===== src/rtl/mole_hit_scorer.sv =====
// Whack-a-mole scorer: turns whack strikes and mole up/down windows into
// hit, miss and escape events, keeps per-game counters and a high score.
//
// Ports:
//   clk, rst           - system clock, asynchronous active-high reset
//   game_in_progress   - high while a game runs
//   mole_clk           - high = mole-up window, low = mole-down window
//   whack_button       - player strike (level, synchronous to clk)
//   mole_visible       - high while a hittable mole is up
//   hit_pulse, miss_pulse, escape_pulse, game_over_pulse - one-cycle strobes
//   score, misses, escapes, high_score - saturating SCORE_W-bit counters
module mole_hit_scorer #(
    parameter int unsigned SCORE_W = 8
) (
    input  logic               clk,
    input  logic               rst,
    input  logic               game_in_progress,
    input  logic               mole_clk,
    input  logic               whack_button,
    output logic               mole_visible,
    output logic               hit_pulse,
    output logic               miss_pulse,
    output logic               escape_pulse,
    output logic               game_over_pulse,
    output logic [SCORE_W-1:0] score,
    output logic [SCORE_W-1:0] misses,
    output logic [SCORE_W-1:0] escapes,
    output logic [SCORE_W-1:0] high_score
);

    typedef enum logic [1:0] {
        IDLE = 2'd0,
        DOWN = 2'd1,
        UP   = 2'd2,
        HIT  = 2'd3
    } state_e;

    state_e             state_q, state_d;
    logic               whack_q, mole_q;
    logic [SCORE_W-1:0] score_q, score_d;
    logic [SCORE_W-1:0] misses_q, misses_d;
    logic [SCORE_W-1:0] escapes_q, escapes_d;
    logic [SCORE_W-1:0] high_q, high_d;
    logic               vis_q, vis_d;
    logic               hit_q, hit_d;
    logic               miss_q, miss_d;
    logic               esc_q, esc_d;
    logic               go_q, go_d;

    logic whack_edge, mole_rise, mole_fall;

    assign whack_edge = whack_button & ~whack_q;
    assign mole_rise  = mole_clk & ~mole_q;
    assign mole_fall  = ~mole_clk & mole_q;

    // Counters stick at all-ones; the event pulse still fires.
    function automatic logic [SCORE_W-1:0] sat_inc(input logic [SCORE_W-1:0] v);
        return (v == {SCORE_W{1'b1}}) ? v : v + SCORE_W'(1);
    endfunction

    // Next-state, counter and pulse logic.
    always_comb begin
        state_d   = state_q;
        score_d   = score_q;
        misses_d  = misses_q;
        escapes_d = escapes_q;
        high_d    = high_q;
        hit_d     = 1'b0;
        miss_d    = 1'b0;
        esc_d     = 1'b0;
        go_d      = 1'b0;

        if (state_q == IDLE) begin
            if (game_in_progress) begin
                score_d   = '0;
                misses_d  = '0;
                escapes_d = '0;
                state_d   = DOWN;
            end
        end else if (!game_in_progress) begin
            // Game end overrides any same-cycle event.
            state_d = IDLE;
            go_d    = 1'b1;
            if (score_q > high_q) begin
                high_d = score_q;
            end
        end else begin
            unique case (state_q)
                DOWN: begin
                    if (mole_rise) begin
                        state_d = UP;
                    end
                    // A whack while mole_clk is already high is a stale window; ignore it.
                    if (whack_edge && !mole_clk) begin
                        misses_d = sat_inc(misses_q);
                        miss_d   = 1'b1;
                    end
                end
                UP: begin
                    if (whack_edge) begin
                        score_d = sat_inc(score_q);
                        hit_d   = 1'b1;
                        state_d = mole_fall ? DOWN : HIT;
                    end else if (mole_fall) begin
                        escapes_d = sat_inc(escapes_q);
                        esc_d     = 1'b1;
                        state_d   = DOWN;
                    end
                end
                HIT: begin
                    if (mole_fall) begin
                        state_d = DOWN;
                    end
                end
                default: state_d = IDLE;
            endcase
        end

        vis_d = (state_d == UP);
    end

    // State and output registers.
    always_ff @(posedge clk or posedge rst) begin
        if (rst) begin
            state_q   <= IDLE;
            whack_q   <= 1'b0;
            mole_q    <= 1'b0;
            score_q   <= '0;
            misses_q  <= '0;
            escapes_q <= '0;
            high_q    <= '0;
            vis_q     <= 1'b0;
            hit_q     <= 1'b0;
            miss_q    <= 1'b0;
            esc_q     <= 1'b0;
            go_q      <= 1'b0;
        end else begin
            state_q   <= state_d;
            whack_q   <= whack_button;
            mole_q    <= mole_clk;
            score_q   <= score_d;
            misses_q  <= misses_d;
            escapes_q <= escapes_d;
            high_q    <= high_d;
            vis_q     <= vis_d;
            hit_q     <= hit_d;
            miss_q    <= miss_d;
            esc_q     <= esc_d;
            go_q      <= go_d;
        end
    end

    assign mole_visible    = vis_q;
    assign hit_pulse       = hit_q;
    assign miss_pulse      = miss_q;
    assign escape_pulse    = esc_q;
    assign game_over_pulse = go_q;
    assign score           = score_q;
    assign misses          = misses_q;
    assign escapes         = escapes_q;
    assign high_score      = high_q;

endmodule


===== config.mk =====
export PLATFORM = sky130hd
export DESIGN_NAME = mole_hit_scorer
export DESIGN_NICKNAME = d
export VERILOG_FILES = /design/src/rtl/mole_hit_scorer.sv
export SDC_FILE = /design/constraint.sdc
export NUM_CORES = 1
export LEC_CHECK = 0
export CORE_MARGIN = 2
export CORE_UTILIZATION = 57
export CTS_BUF_LIST = sky130_fd_sc_hd__clkbuf_2 sky130_fd_sc_hd__clkbuf_4 sky130_fd_sc_hd__clkbuf_8
export CTS_CLUSTER_SIZE = 8
export DETAILED_ROUTE_END_ITERATION = 10
export PLACE_DENSITY = 0.95
export RECOVER_POWER = 100
export SLEW_MARGIN = 10
export SYNTH_ARGS = -nofsm -noshare
export SYNTH_HDL_FRONTEND = slang
export SYNTH_SLANG_ARGS = --single-unit

===== constraint.sdc =====
create_clock -name clk -period 3.85 [get_ports clk]
set_input_delay 0.385 -clock clk [delete_from_list [all_inputs] [get_ports clk]]
set_output_delay 0.385 -clock clk [all_outputs]
set_load 0.005 [all_outputs]

==> results.py, run 1 <==
metrics = {
    "timing": {
        "slew_violations": 0,
        "fin_tns_setup_ns": 0,
        "slew_headroom_pct": 9.66,
        "fmax_mhz": 358,
        "fin_worst_skew_ns": 0.00739,
        "worst_pin_slew_ns": 1.34,
        "setup_viol": 0,
        "fin_crit_sh_pct": 72.6,
        "rsz0062_at_grt": "false",
        "finalHoldViolations": 0,
        "period_needed_ns": 2.80,
    },
    "drt": {
        "viasPerCell": 5.73,
        "vias": 1737,
        "drt_iter0_drc": 130,
        "drc": 0,
        "firstDrtPassIters": 4,
        "ant_nets": 0,
        "wl_um": 4600,
        "wl_per_cell_um": 15.2,
    },
    "die": {
        "core.rowCount": 22,
        "die_h_um": 65.5,
        "start_util_pct": 59.3,
        "ios": 42,
        "core_um2": 3630,
        "die_x_um": 65.5,
        "dieArea_um2": 4290,
    },
    "cts": {
        "hold_buffers": 0,
        "clkTransAtPathRegs_ns": 0.08,
        "clock_latency_ns": 0.29,
        "clk_path_buf_depth": 2,
        "cts_resized": 0,
        "h-tree-depth": 2,
        "tritoncts": "built",
        "post-cts-setup-buffers": 0,
        "cts_sinks": 41,
        "numCtsBuffers": 5,
        "cts_root_buf": "clkbuf_8",
    },
    "global_routing": {
        "grt_pass1_vias": 1716,
        "gr-total-overflow": 0,
        "antenna_found_initial": 0,
        "grt_util_all_layers_pct": 23.9,
        "grt_pass1_wl_um": 7730,
        "grt_max_degree": 30,
    },
    "placed_design": {
        "dpl.cell_count": 295,
        "dp_hpwl_um": 3190,
        "routabilityCongestion": 0.824,
        "numPortBuffers": 41,
    },
    "setup_path": {
        "r2r_slack_ns": 1.05,
        "arrival_ns": 2.97,
        "worstReg2RegEnd": "high_score[5]",
        "end_kind": "flip-flop",
        "rr_startpoint": "score[1]",
        "worst-endpoint-required_ns": 4.03,
        "crit_type": "reg2reg",
        "r2r_cells": 6,
        "critical_path.max_fanout": 8,
        "start_kind": "flip-flop",
    },
    "cells_and_area": {
        "seqCellArea_um2": 1030,
        "fin_nets": 270,
        "finish.utilization_pct": 73.6,
        "area_growth_pct": 24.2,
        "n_fill_cell": 244,
        "instances_no_fill": 303,
        "n_antenna_cell": 0,
        "layout-drive-gt1-share_pct": 8.63,
        "multiInputGateArea_um2": 1000,
    },
    "yosys": {
        "synthCells": 208,
        "synth_area_um2": 2150,
        "synth_cell_types": 42,
        "avgSynthCellArea_um2": 10.4,
        "yosysTopAreaCellShare_pct": 47.6,
        "yosys-top-cells-area": "dfrtp_1 (48%), ha_1 (6.4%), mux2_2 (3.7%)",
        "ys_ff_latch": 41,
        "ys_seq_area_share_pct": 47.6,
        "yosysWarnings": 0,
        "syn-num-nets": 224,
        "synth_area_leader_cell": "dfrtp_1",
    },
    "power_and_ir_drop": {
        "design_power_total_w": 0.00111,
        "leakage_nw": 1.31,
        "p_per_area_nw_per_um2": 413,
        "ir_drop_mv": 0.282,
    },
    "hold_path": {
        "min_path_type": "reg2reg",
        "hold_path_depth": 1,
        "hp-start": "high_score[7]",
        "hold_path_end": "high_score[7]",
    },
    "run_status": {
        "outcome": "complete, no violations",
    },
    "job": {
        "drv_cap": 0,
    },
}
report_power, final:
| group | internal (W) | switching [W] | total [W] |
|---|---|---|---|
| Sequential | 0.000466 | 0.0000332 | 0.000499 |
| Clock | 0.000218 | 0.000142 | 0.000361 |
| Combinational | 0.000125 | 0.000121 | 0.000246 |
| Total | 0.000809 | 0.000296 | 0.00111 |
routing by layer:
layer | track usage [%] | vias up | routed length (µm)
met2 | 40.6 | 66 | 2340
met4 | 10.9 | 0 | 81
met1 | 30.0 | 830 | 1950
met5 | 0 | - | 0
met3 | 3.94 | 8 | 232
li1 | - | 833 | -
how the worst max path moves through the flow:
stage,from,endpoint,cells after the start
after global placement,whack_button,misses[7],6
final,score[1],high_score[5],6
after floorplan,score[1],high_score[0],6
after detailed placement,state_q[1],escapes[2],5
after global routing,score[1],high_score[4],6
after CTS,state_q[1],escapes[2],5
cell usage in the layout (no fill, tap or decap), drive strengths merged, types with 8 or more instances in the layout:
master        n
nand4         8
nand2        12
o21ai        16
nand3         8
nor2         23
dfrtp        41
dlygate4sd3  41
ha           11
clkbuf        8
inv          14
sequential cells by signal, summed over array words and instances, names as in the netlist:
register / count
state_q: 2
game_over_pulse: 1
misses: 8
high_score: 8
hit_pulse: 1
escapes: 8
score: 8
miss_pulse: 1
mole_visible: 1
escape_pulse: 1
mole_q: 1
whack_q: 1
critical path: stages, from the launching register on:
cell and delay [ns]:
dfrtp_1 0.45, ha_1 0.34, nor2b_1 0.15, o211ai_1 0.16, a21oi_1 0.09, o31ai_1 1.06, mux2_2 0.43
layout make-up:
cell class / instances / area share [%]
Timing Repair Buffer: 42 / 15.5
Tap cell: 48 / 2.25
Inverter: 14 / 1.96
Multi-Input combinational cell: 150 / 37.5
Clock buffer: 7 / 3.37
Clock inverter: 1 / 1.12
Sequential cell: 41 / 38.4
per-stage QoR:
stage | setup WS [ns] | instance area, µm² | hold slack, ns
after floorplan | 1.89 | 2150 | 0.416
after global placement | 1.68 | 2620 | 0.504
after detailed placement | 1.64 | 2620 | 0.525
after CTS | 1.53 | 2740 | 0.542
after global routing | 0.915 | 2680 | 0.565
final | 1.05 | 2680 | 0.532
synth_stat cells, drive strengths merged:
cell type  instances
buf                2
o21a               1
nor3               6
o31ai              2
nand3b             1
nand2             12
a21oi              7
a211oi             4
nor4b              1
inv               14
dfrtp             41
a21boi             1
clkbuf             1
xor2               4
a31oi              2
nand4              8
nand3              8
nor2b              3
a31o               2
mux2i              4
nor2              23
a21o               1
a32o               1
nor4               1
and3               5
ha                11
mux2               7
o21ai             16
o211ai             2
nand2b             5
and4               2
and2               5
a211o              1
xnor2              4
logic make-up after synthesis:
family                   share of synthesized area (%)
flip-flops                                        47.6
adder cells (fa/ha/maj)                           6.39
XOR/XNOR                                          3.25
AO/OA/AOI/OAI                                     12.6
buffers and inverters                             3.20
AND/OR/NAND/NOR                                   21.4
multiplexers                                      5.52
Power figures use the tool's default switching activity.
==> run 2: changes to the inputs <==
CORE_UTILIZATION = 53   (was 57)
PLACE_DENSITY = 0.9   (was 0.95)
clock period = 2.7 ns   (was 3.85 ns; I/O delays follow)
==> run 2 against run 1 <==
Effect of this change:
- total power up 34%
- highest routed layer unchanged
- setup slack worse by 0.71 ns
- clock power up 13%
- critical endpoint is now escapes[3]
==> results.py, run 2 (same netlist as run 1, synthesis figures left out) <==
metrics = {
    "run_status": {
        "outcome": "complete, no violations",
    },
    "cts": {
        "clkTransAtPathRegs_ns": 0.07,
        "hold_buffers": 0,
        "h-tree-depth": 2,
        "clk_path_buf_depth": 2,
        "cts_root_buf": "clkbuf_8",
        "cts_resized": 0,
        "post-cts-setup-buffers": 0,
        "clock_latency_ns": 0.29,
        "numCtsBuffers": 5,
        "cts_sinks": 41,
        "tritoncts": "built",
    },
    "timing": {
        "finalHoldViolations": 0,
        "fin_tns_setup_ns": 0,
        "fin_worst_skew_ns": 0.00454,
        "slew_violations": 0,
        "fmax_mhz": 425,
        "fin_crit_sh_pct": 87.1,
        "period_needed_ns": 2.35,
        "setup_viol": 0,
        "rsz0062_at_grt": "false",
        "slew_headroom_pct": 34.2,
        "worst_pin_slew_ns": 0.987,
    },
    "drt": {
        "firstDrtPassIters": 4,
        "ant_nets": 0,
        "drt_iter0_drc": 150,
        "viasPerCell": 5.55,
        "wl_um": 4400,
        "drc": 0,
        "vias": 1697,
        "wl_per_cell_um": 14.4,
    },
    "die": {
        "start_util_pct": 54.6,
        "dieArea_um2": 4590,
        "die_x_um": 67.7,
        "core.rowCount": 23,
        "ios": 42,
        "core_um2": 3940,
        "die_h_um": 67.7,
    },
    "setup_path": {
        "start_kind": "flip-flop",
        "max_stage_delay_ns": 0.76,
        "crit_type": "reg2reg",
        "crit_path_cell_trace": "nor2_1 > clkbuf_1 > nor4_1 > and2_0 > nand4_1 > o21ai_1",
        "worst-endpoint-required_ns": 2.92,
        "critical_path.max_fanout": 13,
        "end_kind": "flip-flop",
        "arrival_ns": 2.58,
        "cp_slowest_cell": "nor4_1",
    },
    "power_and_ir_drop": {
        "ir_drop_mv": 0.446,
        "p_per_area_nw_per_um2": 558,
        "leakage_nw": 1.30,
        "design_power_total_w": 0.00148,
    },
    "global_routing": {
        "gr-total-overflow": 0,
        "antenna_found_initial": 0,
        "grt_util_all_layers_pct": 21.0,
        "grt_max_degree": 42,
        "grt_pass1_wl_um": 7050,
        "grt_pass1_vias": 1561,
    },
    "cells_and_area": {
        "n_antenna_cell": 0,
        "layout-drive-gt1-share_pct": 8.98,
        "fin_nets": 271,
        "area_growth_pct": 23.5,
        "final_cell_mix": "dfrtp_1 (41), dlygate4sd3_1 (41), nor2_1 (22)",
    },
    "hold_path": {
        "min_path_type": "reg2reg",
    },
    "placed_design": {
        "numPortBuffers": 41,
        "routabilityCongestion": 0.794,
        "dp_hpwl_um": 3060,
    },
    "job": {
        "drv_cap": 0,
    },
}
## run 2: worst max-delay path: cells and delay by family (launching register included)
kind / cells / cell delay [ns]
compound gates: 1 / 0.12
buf+inv: 1 / 0.27
flops: 1 / 0.58
simple gates: 4 / 1.32
## run 2: worst paths after layout
| kind | to | slack, ns | from | cells after the start |
|---|---|---|---|---|
| max in group asynchronous | score[5] | 1.36 | rst | 3 |
| setup reg to reg | escapes[3] | 0.35 | state_q[1] | 6 |
| hold reg to reg | escapes[3] | 0.52 | escapes[3] | 1 |
| min in group asynchronous | high_score[0] | 0.71 | rst | 3 |
| setup / recovery | escapes[3] | 0.35 | state_q[1] | 6 |
| hold / removal | escapes[3] | 0.52 | escapes[3] | 1 |
## run 2: metrics by stage
step	utilization (%)	area (µm²)	setup slack, ns	std cells	hold WS [ns]
2_1_floorplan	-	2150	0.744	208	0.301
3_3_place_gp	66.6	2630	0.646	298	0.495
3_5_place_dp	66.6	2630	0.581	298	0.509
4_1_cts	68.9	2720	0.523	306	0.416
5_1_grt	67.4	2660	0.228	306	0.551
6_report	67.4	2660	0.348	306	0.515
## run 2: cell type report
type	count	area (µm²)
Tap cell	50	62.6
Multi-Input combinational cell	150	1010
Clock buffer	8	91.3
Inverter	14	52.6
Timing Repair Buffer	43	419
Sequential cell	41	1030
Fill cell	309	1280
## run 2: power by group
part / leakage [nW] / total, W / internal, W / switching [W]
logic: 0.687 / 0.000366 / 0.000183 / 0.000183
clock network: 0.0498 / 0.000408 / 0.000214 / 0.000194
registers: 0.559 / 0.000709 / 0.000664 / 0.0000453
## run 2: per-layer routing
layer	share of wire, %	global-route usage [%]
met1	46	25.9
met3	3.5	6.00
met4	1.5	8.67
met2	48	34.3
met5	0	0
